**config.mk**
```make
export PLATFORM = sky130hd
export DESIGN_NAME = ulpb_tx_arbiter
export DESIGN_NICKNAME = d
export VERILOG_FILES = /design/src/rtl/ulpb_tx_arbiter.sv
export SDC_FILE = /design/constraint.sdc
export NUM_CORES = 1
export LEC_CHECK = 0
export CAP_MARGIN = 5
export CORE_AREA = 2 2 91 93
export DETAILED_ROUTE_END_ITERATION = 8
export DIE_AREA = 0 0 93 95
export PLACE_DENSITY = 0.77
export SETUP_SLACK_MARGIN = 0.2
export SYNTH_ARGS = -nofsm -noshare
export SYNTH_HDL_FRONTEND = slang
export SYNTH_SLANG_ARGS = --single-unit
```
**constraint.sdc**
```tcl
create_clock -name CLK -period 4.01 [get_ports CLK]
set_clock_uncertainty 0.1 [all_clocks]
set_input_delay 1.0025 -clock CLK [delete_from_list [all_inputs] [get_ports CLK]]
set_output_delay 1.0025 -clock CLK [all_outputs]
set_load 0.01 [all_outputs]
```
**src/rtl/ulpb_tx_arbiter.sv**
```systemverilog
// Shares one ULPB node transmit port among NUM_REQ requesters, holding each grant for a whole transaction.
// Define ULPB_ARB_FIXED_PRIO_EN for fixed lowest-index priority; the default build uses round-robin.
module ulpb_tx_arbiter #(
  parameter int NUM_REQ    = 4,
  parameter int ADDR_WIDTH = 8,
  parameter int DATA_WIDTH = 32,
  localparam int IDX_W     = $clog2(NUM_REQ)
) (
  input  logic                          CLK,
  input  logic                          RESET,
  input  logic [NUM_REQ*ADDR_WIDTH-1:0] REQ_ADDR,
  input  logic [NUM_REQ*DATA_WIDTH-1:0] REQ_DATA,
  input  logic [NUM_REQ-1:0]            REQ_PEND,
  input  logic [NUM_REQ-1:0]            REQ_REQ,
  output logic [NUM_REQ-1:0]            REQ_ACK,
  output logic [NUM_REQ-1:0]            REQ_SUCC,
  output logic [NUM_REQ-1:0]            REQ_FAIL,
  input  logic [NUM_REQ-1:0]            REQ_RESP_ACK,
  output logic [ADDR_WIDTH-1:0]         TX_ADDR,
  output logic [DATA_WIDTH-1:0]         TX_DATA,
  output logic                          TX_PEND,
  output logic                          TX_REQ,
  input  logic                          TX_ACK,
  input  logic                          TX_SUCC,
  input  logic                          TX_FAIL,
  output logic                          TX_RESP_ACK,
  output logic                          GRANT_VALID,
  output logic [IDX_W-1:0]              GRANT_IDX
);

  typedef enum logic [1:0] {IDLE, BUSY, RESP, DRAIN} state_t;

  state_t             state;
  logic [IDX_W-1:0]   grant_idx;
  logic               succ_q;
  logic               fail_q;
  logic               resp_ack_q;
`ifndef ULPB_ARB_FIXED_PRIO_EN
  logic [IDX_W-1:0]   last_idx;
`endif

  logic [ADDR_WIDTH-1:0] sel_addr;
  logic [DATA_WIDTH-1:0] sel_data;
  logic                  sel_pend;
  logic                  sel_req;
  logic                  sel_resp_ack;
  logic [NUM_REQ-1:0]    grant_onehot;
  logic [IDX_W-1:0]      winner;
  logic                  any_req;

  // Fields of whichever requester grant_idx points at; valid in every state.
  always_comb begin
    // NOTE: each signal gets a default before the loop so no path leaves it unassigned (no latch).
    sel_addr     = '0;
    sel_data     = '0;
    sel_pend     = 1'b0;
    sel_req      = 1'b0;
    sel_resp_ack = 1'b0;
    grant_onehot = '0;
    for (int i = 0; i < NUM_REQ; i++) begin
      if (grant_idx == IDX_W'(i)) begin
        sel_addr        = REQ_ADDR[i*ADDR_WIDTH +: ADDR_WIDTH];
        sel_data        = REQ_DATA[i*DATA_WIDTH +: DATA_WIDTH];
        sel_pend        = REQ_PEND[i];
        sel_req         = REQ_REQ[i];
        sel_resp_ack    = REQ_RESP_ACK[i];
        grant_onehot[i] = 1'b1;
      end
    end
  end

  assign any_req = |REQ_REQ;

`ifdef ULPB_ARB_FIXED_PRIO_EN
  always_comb begin
    winner = '0;
    for (int i = NUM_REQ-1; i >= 0; i--) begin
      if (REQ_REQ[i]) winner = IDX_W'(i);
    end
  end
`else
  // Round-robin: the lowest requester above last_idx wins, otherwise wrap to the lowest overall.
  logic [IDX_W-1:0] lo_idx;
  logic [IDX_W-1:0] hi_idx;
  logic             hi_found;

  always_comb begin
    lo_idx   = '0;
    hi_idx   = '0;
    hi_found = 1'b0;
    for (int i = NUM_REQ-1; i >= 0; i--) begin
      if (REQ_REQ[i]) begin
        lo_idx = IDX_W'(i);
        if (IDX_W'(i) > last_idx) begin
          hi_idx   = IDX_W'(i);
          hi_found = 1'b1;
        end
      end
    end
    winner = hi_found ? hi_idx : lo_idx;
  end
`endif

  always_ff @(posedge CLK) begin
    // NOTE: non-blocking assignments so every register samples the pre-edge value of the others.
    if (RESET) begin
      state      <= IDLE;
      grant_idx  <= '0;
      succ_q     <= 1'b0;
      fail_q     <= 1'b0;
      resp_ack_q <= 1'b0;
`ifndef ULPB_ARB_FIXED_PRIO_EN
      last_idx   <= IDX_W'(NUM_REQ-1);
`endif
    end else begin
      case (state)
        IDLE: begin
          if (any_req) begin
            grant_idx <= winner;
            state     <= BUSY;
          end
        end
        BUSY: begin
          // The result ends the grant even if the requester still holds REQ (underflow / receiver reset).
          if (TX_SUCC || TX_FAIL) begin
            succ_q <= TX_SUCC;
            fail_q <= TX_FAIL;
            state  <= RESP;
          end
        end
        RESP: begin
          if (sel_resp_ack) begin
            succ_q     <= 1'b0;
            fail_q     <= 1'b0;
            resp_ack_q <= 1'b1;
            state      <= DRAIN;
          end
        end
        DRAIN: begin
          if (!TX_SUCC && !TX_FAIL) begin
            resp_ack_q <= 1'b0;
`ifndef ULPB_ARB_FIXED_PRIO_EN
            last_idx   <= grant_idx;
`endif
            state      <= IDLE;
          end
        end
        default: state <= IDLE;
      endcase
    end
  end

  assign TX_ADDR     = sel_addr;
  assign TX_DATA     = sel_data;
  assign TX_PEND     = sel_pend;
  assign TX_REQ      = (state == BUSY) && sel_req;
  assign REQ_ACK     = ((state == BUSY) && TX_ACK) ? grant_onehot : '0;
  assign REQ_SUCC    = ((state == RESP) && succ_q) ? grant_onehot : '0;
  assign REQ_FAIL    = ((state == RESP) && fail_q) ? grant_onehot : '0;
  assign TX_RESP_ACK = resp_ack_q;
  assign GRANT_VALID = (state != IDLE);
  assign GRANT_IDX   = grant_idx;

endmodule

```
======== After elaboration in Yosys (flattened, before gate mapping) ========
Cells that the tools add are included.
operators by class
  $add $sub $neg .......................... 0
  multiply operators ...................... 0
  div/mod/pow operators ................... 0
  magnitude comparators ................... 4
  equality and inequality tests ........... 10
  shift operators ......................... 0
  mux-type cells .......................... 61
  bitwise gates (word level) .............. 0
  reductions and logical operators ........ 19
operator list
  operator                                             count
  two-way mux 32 bit                                   4
  two-way mux 2 bit                                    17
  two-way mux 8 bit                                    4
  two-way mux 1 bit                                    29
  two-way mux 4 bit                                    3
  equality test 2 bit, second input constant           4
  != test 2 bit, second input constant                 4
  case mux 2 bit (4 select lines)                      1
  case mux 1 bit (2 select lines)                      3
  AND reduction 3 bit                                  2
  nonzero test 2 bit                                   3
  logical AND 1 bit                                    5
  equality test 2 x 1 -> 1 bit, second input constant  2
  > comparator 1 x 2 -> 1 bit, first input constant    2
  > comparator 2 bit, first input constant             2
  zero test 2 bit                                      2
  AND reduction 2 bit                                  2
  AND reduction 4 bit                                  1
  OR reduction 4 bit                                   1
  zero test 1 bit                                      2
  logical OR 1 bit                                     1
storage, ports and cells
  register bits after elaboration ......... 9
  bits in latches ......................... 0
  RAM bits ................................ 0
  bits in read-only memories .............. 0
  bits of input ports ..................... 177
  output and inout bits ................... 58
  word-level logic and storage cells ...... 100
  memories ................................ 0

======== Logic depth before layout (Yosys ltp) ========
Gate-level depths: netlist of run 1.
  depth after elaboration ................. 10
  gate-level depth with buffers ........... 6
  gate-level depth less buffers ........... 6

======== Least setup slack after synthesis of run 1 ========
OpenSTA, ideal clock, no wires.
  kind .................................... input -> output
  start ................................... input port REQ_REQ[3]
  end ..................................... output port TX_REQ
  arrival time ............................ 1.625 ns
  required time ........................... 2.908 ns
  setup slack ............................. 1.282 ns
  stages .................................. 2
  buffers on the path ..................... 0
  cells stage by stage .................... mux4_2 and2_1
on the way
  word-level cells in the longest chain between the ends .. 2
RTL lines
  what                line  source
  start: declaration  14    input logic [NUM_REQ-1:0] REQ_REQ,
  two-way mux 1 bit   61    if (grant_idx == IDX_W'(i)) begin
  logical AND 1 bit   156   assign TX_REQ = (state == BUSY) && sel_req;
  end: declaration    22    output logic TX_REQ,
No other way between the ends.

======== Final worst setup path of run 1 ========
Same ends and word-level chain as after synthesis.

==> reports/metrics.csv, run 1 <==
stage,metric,value,unit
run_status,outcome,"finished, final reports clean",
sta,rsz0062_at_grt,false,
synthesis,synth-edff-count,0,
clocking,cts_buffers,3,
routing,drt_iter0_markers,77,
global_route,grt_start_max_net_pins,28,
setup_path,start_kind,input port,
layout,final_cell_mix,"clkdlybuf4s50_1, mux4_2, nor2_1",
synthesis,netlist_area,1720,sq um
clocking,clockBufferDepth,2,
routing,wire_per_inst,19.5,um
sta,drv_slew,0,
setup_path,critical_path.endpoint,TX_REQ,
synthesis,synthDominantCellAreaShare,54.9,%
global_route,grt_pass1_vias,2334,
layout,seqCellArea,185,sq um
setup_path,max_stage_delay,0.49,ns
synthesis,synthArstFlopShare,0,%
layout,final_nets,549,
worst_hold_path,hold_class,reg -> reg,
die,placementRows,33,
sta,whs,0.433,ns
synthesis,netlist_instances,139,
global_route,grt_remaining_overflow,0,
setup_path,r2r-start,GRANT_IDX[1]$_SDFFE_PP0P_,
routing,drt_wl_total,9.20,mm
synthesis,synth_area_leaders,"mux4_2, dfxtp_1, ha_1, buf_6, nor2_1",
setup_path,critPathKind,in -> out,
power,pwr_density_cell,341,nW/um^2
sta,slew_headroom,63.4,%
die,initial_core_util,21.7,%
global_route,grt_pass1_wl,13.0,mm
clocking,cts_root_buffer,clkbuf_8,
clocking,cts_tree,yes,
global_route,groute.layer.met2.usage,33.4,%
die,die_h,95,um
routing,vias,2290,
global_route,top_usage_layer,met2,
routing,drc,0,
clocking,cts_setup_buffers,0,
layout,diodes,0,
layout,final_common_cell,clkdlybuf4s50_1,
setup_path,critPathMaxFanout,5,
synthesis,yosysUniqueCellTypes,35,
clocking,cts_resized,0,
global_route,met3_usage,2.95,%
routing,dr.pass1.iters,4,
place,gp_congestion,0.791,
layout,syn_to_final_growth,144,%
die,io_pins,235,
job,max_cap_viol_count,0,
synthesis,synth_area_per_cell,12.4,sq um
die,fp.dieW,93,um
power,vdd_drop_max,242,uV
setup_path,critPathCaptureType,output port,
synthesis,ys_warn_count,0,
place,port_buffers,234,
setup_path,critPathSlowestCell,clkdlybuf4s50_1,
sta,setup_tns,0,ns
layout,fillCellCount,701,
synthesis,synth-seq-area-share,10.4,%
sta,finalSetupViolCount,0,
synthesis,synth_top_cell_by_area,mux4_2,
setup_path,cp_common_cell,clkdlybuf4s50_1,
global_route,grt_use_met1,24.3,%
synthesis,syn_nets,320,
sta,fmax,268,MHz
routing,drt-vias-per-instance,4.85,
sta,hold_viol,0,
clocking,cts_max_level,1,
setup_path,crit_chain,clkdlybuf4s50_1 > mux4_2 > and2_1 > clkdlybuf4s50_1,
routing,final_antenna_net_count,0,
setup_path,crit_start,REQ_REQ[3],
layout,drive_gt1_share,15.5,%
place,hpwl,7.65,mm
global_route,antenna_found_initial,0,
setup_path,r2r_cells,5,
global_route,grtUsageTotal,18.8,%
setup_path,r2r-end,state[0]$_SDFFE_PP0P_,
power,p_leak,1.43,nW
clocking,clk_pin_slew,0.04,ns
die,core,7930,sq um
clocking,worst_skew_pair.late_latency,0.23,ns
sta,fin_crit_sh,92.9,%
die,die-area,8840,sq um
setup_path,critPathArrivalTime,2.62,ns
setup_path,required,2.91,ns
layout,multi_input_area,1420,sq um
synthesis,ys.flop_type,dfxtp_1,
clocking,hold_buffers,0,
sta,period_needed,3.73,ns
setup_path,rrSetupSlack,2.01,ns
sta,worstMarginPinSlew,0.545,ns
synthesis,ys_seq_elements,9,
clocking,clkSinkCount,9,
-- Yosys cell counts, types with 2 or more instances --
cell type / count
a211o_1: 2
a211oi_1: 2
a21oi_1: 4
a22oi_1: 2
buf_2: 3
buf_6: 4
clkbuf_1: 5
dfxtp_1: 9
ha_1: 4
inv_1: 8
mux2i_1: 3
mux4_2: 42
nand2_1: 8
nand2b_1: 5
nor2_1: 11
nor2b_1: 2
nor3_1: 3
o211ai_1: 2
o21ai_0: 3
or2b_1: 2
-- registers in the layout (all words and copies together), names as in the netlist --
signal and cells:
succ_q 1, state 2, GRANT_IDX 2, TX_RESP_ACK 1
fail_q 1, last_idx 2
-- final cells by class --
| cell class | instances | area share, % |
|---|---|---|
| clock buffer | 4 | 1.07 |
| multi-input combinational | 109 | 33.8 |
| timing repair buffer | 237 | 56.9 |
| tap | 105 | 3.13 |
| sequential | 9 | 4.41 |
| inverter | 8 | 0.714 |
-- worst min-delay path by stage --
stage,startpoint,to,depth (start not counted)
after global routing,succ_q$_SDFFE_PP0P_,succ_q$_SDFFE_PP0P_,2
after detailed placement,succ_q$_SDFFE_PP0P_,succ_q$_SDFFE_PP0P_,2
after global placement,succ_q$_SDFFE_PP0P_,succ_q$_SDFFE_PP0P_,2
final,succ_q$_SDFFE_PP0P_,succ_q$_SDFFE_PP0P_,2
after CTS,succ_q$_SDFFE_PP0P_,succ_q$_SDFFE_PP0P_,2
after floorplan,fail_q$_SDFFE_PP0P_,fail_q$_SDFFE_PP0P_,2
-- per-layer routing --
metal	part of all wire [%]	routed length, um
met1	39	3580
met2	52	4780
met3	7.3	671
met4	1.8	165
met5	0	0
-- stage by stage --
step	cell area, sq um	utilization, %	power [mW]	cells	setup slack (ns)
2_1_floorplan	1720	-	0.772	139	1.28
3_3_place_gp	4160	52.4	1.32	468	0.328
3_5_place_dp	4160	52.4	1.33	468	0.283
4_1_cts	4200	53.0	1.45	472	0.282
5_1_grt	4200	53.0	1.51	472	0.253
6_report	4200	53.0	1.43	472	0.285
-- logic make-up (layout without fill, tap and decap cells) --
kind of cell,Yosys count,in the layout,synth area share [%]
multiplexers,46,46,57.3
flip-flops,9,9,10.4
adder cells (fa/ha/maj),4,4,2.90
buffers and inverters,21,249,7.11
AO/OA/AOI/OAI,21,21,10.7
AND/OR/NAND/NOR,38,38,11.6
-- power breakdown --
part | switching, mW | total, mW | internal (mW) | leakage, nW
clock | 0.0336 | 0.103 | 0.0691 | 0.0228
combinational | 0.404 | 1.14 | 0.733 | 1.33
sequential | 0.0789 | 0.195 | 0.116 | 0.0749
-- critical path: cells and delay by family --
| family | cells | cell delay [ns] |
|---|---|---|
| muxes | 1 | 0.49 |
| buffers and inverters | 2 | 0.96 |
| and+or+nand+nor | 1 | 0.17 |
No activity file was read; power rests on OpenSTA's default activity.
==> run 2: changes to the inputs <==
--- a/config.mk
+++ b/config.mk
@@ -6,10 +6,10 @@
 export NUM_CORES = 1
 export LEC_CHECK = 0
 export CAP_MARGIN = 5
-export CORE_AREA = 2 2 91 93
+export CORE_AREA = 2 2 92 94
 export DETAILED_ROUTE_END_ITERATION = 8
-export DIE_AREA = 0 0 93 95
-export PLACE_DENSITY = 0.77
+export DIE_AREA = 0 0 94 96
+export PLACE_DENSITY = 0.75
 export SETUP_SLACK_MARGIN = 0.2
 export SYNTH_ARGS = -nofsm -noshare
 export SYNTH_HDL_FRONTEND = slang
==> constraint.sdc (replaced) <==
create_clock -name CLK -period 3.55 [get_ports CLK]
set_clock_uncertainty 0.1 [all_clocks]
set_input_delay 0.8875 -clock CLK [delete_from_list [all_inputs] [get_ports CLK]]
set_output_delay 0.8875 -clock CLK [all_outputs]
set_load 0.01 [all_outputs]
==> run 2 against run 1 <==
Effect of this change: worst hold slack gained 0.0012 ns; global-route usage is 0.20 points lower; total power rose by 14%; largest cell class unchanged; non-clock buffer count grew 5; first-iteration DRC count grew 16%; cell count is 1.1% higher; largest power group unchanged; flip-flop and latch count is the same; sequential power shrank 10%; critical path type unchanged.
==> reports/metrics.csv, run 2 (synthesis gave the netlist of run 1 again) <==
stage,metric,value,unit,change
run_status,outcome,"finished, final reports clean",,
sta,hold_viol,0,,unchanged
clocking,cts_max_level,1,,unchanged
job,max_cap_viol_count,0,,unchanged
die,die_h,96,um,+1.1%
die,initial_core_util,21.4,%,-0.33 points
sta,fin_crit_sh,93.4,%,
setup_path,critPathCaptureType,output port,,
worst_hold_path,hold_class,reg -> reg,,
global_route,grt_pass1_vias,2322,,-0.51%
clocking,clkSinkCount,9,,unchanged
setup_path,start_kind,input port,,
sta,whs,0.434,ns,+0.00124 ns
layout,final_common_cell,clkdlybuf4s50_1,,
die,fp.dieW,94,um,+1.1%
power,vdd_drop_max,252,uV,+3.9%
setup_path,max_stage_delay,0.52,ns,+0.03 ns
sta,slew_headroom,68.0,%,+4.5 points
place,port_buffers,234,,unchanged
die,core,8050,sq um,+1.6%
die,placementRows,33,,unchanged
sta,finalSetupViolCount,0,,unchanged
clocking,cts_root_buffer,clkbuf_8,,
setup_path,cp.depth,3,,-1
place,gp_congestion,0.820,,+3.7%
setup_path,critPathMaxFanout,1,,-4
place,dp.cells,473,,+1.1%
layout,finalNonFillerCells,477,,+1.1%
setup_path,critPathTopFamily,buffers and inverters,,
worst_hold_path,whs_path_depth,2,,unchanged
routing,final_antenna_net_count,0,,unchanged
global_route,grtUsageTotal,18.6,%,-0.20 points
setup_path,cp_common_cell,clkdlybuf4s50_1,,
routing,drc,0,,unchanged
sta,setup_tns,0,ns,unchanged
global_route,antenna_found_initial,0,,unchanged
setup_path,r2r-start,GRANT_IDX[1]$_SDFFE_PP0P_,,
routing,drt-vias-per-instance,4.70,,-3.1%
clocking,worst_skew_pair.late_latency,0.24,ns,about the same
layout,drive_gt1_share,16.9,%,+1.4 points
global_route,grt_pass1_wl,12.9,mm,-0.48%
power,pwr_density_cell,385,nW/um^2,+13%
routing,vias,2243,,-2.1%
layout,syn_to_final_growth,146,%,
sta,fmax,302,MHz,
setup_path,crit_start,REQ_DATA[113],,
setup_path,crit_chain,clkdlybuf4s50_1 > mux4_2 > clkdlybuf4s50_1,,
power,total_power,1.63,mW,+14%
clocking,cts_buffers,3,,unchanged
clocking,clk_pin_slew,0.04,ns,about the same
sta,worstMarginPinSlew,0.477,ns,-0.0675 ns
global_route,grt_start_max_net_pins,28,,unchanged
layout,final_cell_mix,"clkdlybuf4s50_1, mux4_2, nor2_1",,
die,io_pins,235,,unchanged
clocking,cts_setup_buffers,0,,unchanged
setup_path,critPathArrivalTime,2.33,ns,-0.29 ns
worst_hold_path,hp-start,succ_q$_SDFFE_PP0P_,,
sta,rsz0062_at_grt,false,,
die,die-area,9020,sq um,+2.1%
setup_path,r2r_cells,5,,unchanged
sta,drv_slew,0,,unchanged
global_route,grt_remaining_overflow,0,,unchanged
setup_path,path_buf_inv,2,,unchanged
place,hpwl,7.87,mm,+2.8%
layout,final_nets,554,,+0.91%
clocking,cts_resized,1,,+1
setup_path,critPathSlowestCell,clkdlybuf4s50_1,,
routing,drt_iter0_markers,89,,+16%
layout,diodes,0,,unchanged
routing,wire_per_inst,19.4,um,-0.49%
setup_path,required,2.56,ns,-0.35 ns
setup_path,critPathKind,in -> out,,
clocking,hold_buffers,0,,unchanged
sta,period_needed,3.32,ns,
routing,dr.pass1.iters,4,,unchanged
power,p_leak,1.46,nW,+2.2%
clocking,cts_tree,yes,,
clocking,clockBufferDepth,2,,unchanged
routing,drt_wl_total,9.25,mm,+0.57%
run 2: worst register-to-register path: cells and delay by family (launching register included):
kind	cells	cell delay, ns
and+or+nand+nor	1	0.30
muxes	1	0.15
AOI/OAI and AO/OA	2	0.37
DFF	1	0.59
buffers and inverters	1	0.40
run 2: cell type report:
class | count | area, sq um
Fill cell | 747 | 3810
Timing Repair Buffer | 242 | 2430
Multi-Input combinational cell | 109 | 1420
Sequential cell | 9 | 185
Tap cell | 105 | 131
Clock buffer | 3 | 41.3
Inverter | 8 | 30.0
Clock inverter | 1 | 5.00
run 2: final timing paths:
check	slack [ns]	endpoint
max	0.23	TX_DATA[17]
min	0.43	succ_q$_SDFFE_PP0P_
max reg2reg	1.52	state[1]$_SDFFE_PP0P_
min reg2reg	0.43	succ_q$_SDFFE_PP0P_
run 2: routing by layer:
metal	track usage, %	part of all wire (%)	vias to the layer above
met2	32.7	52	102
met3	4.31	8.2	8
met1	23.7	39	1093
li1	-	-	1040
met5	0	0	-
met4	3.02	0.78	0
run 2: power by group:
group	total (mW)	switching (mW)	internal (mW)	leakage, nW
combinational	1.34	0.493	0.843	1.36
clock	0.122	0.0453	0.0769	0.0255
sequential	0.175	0.0449	0.131	0.0749
run 2: through the flow:
step           utilization [%]  setup WS, ns  cell area (sq um)
4_1_cts                   52.7         0.224               4240
2_1_floorplan                -          1.05               1720
3_5_place_dp              52.1         0.141               4200
3_3_place_gp              52.1         0.169               4200
6_report                  52.7         0.234               4240
5_1_grt                   52.7         0.209               4240
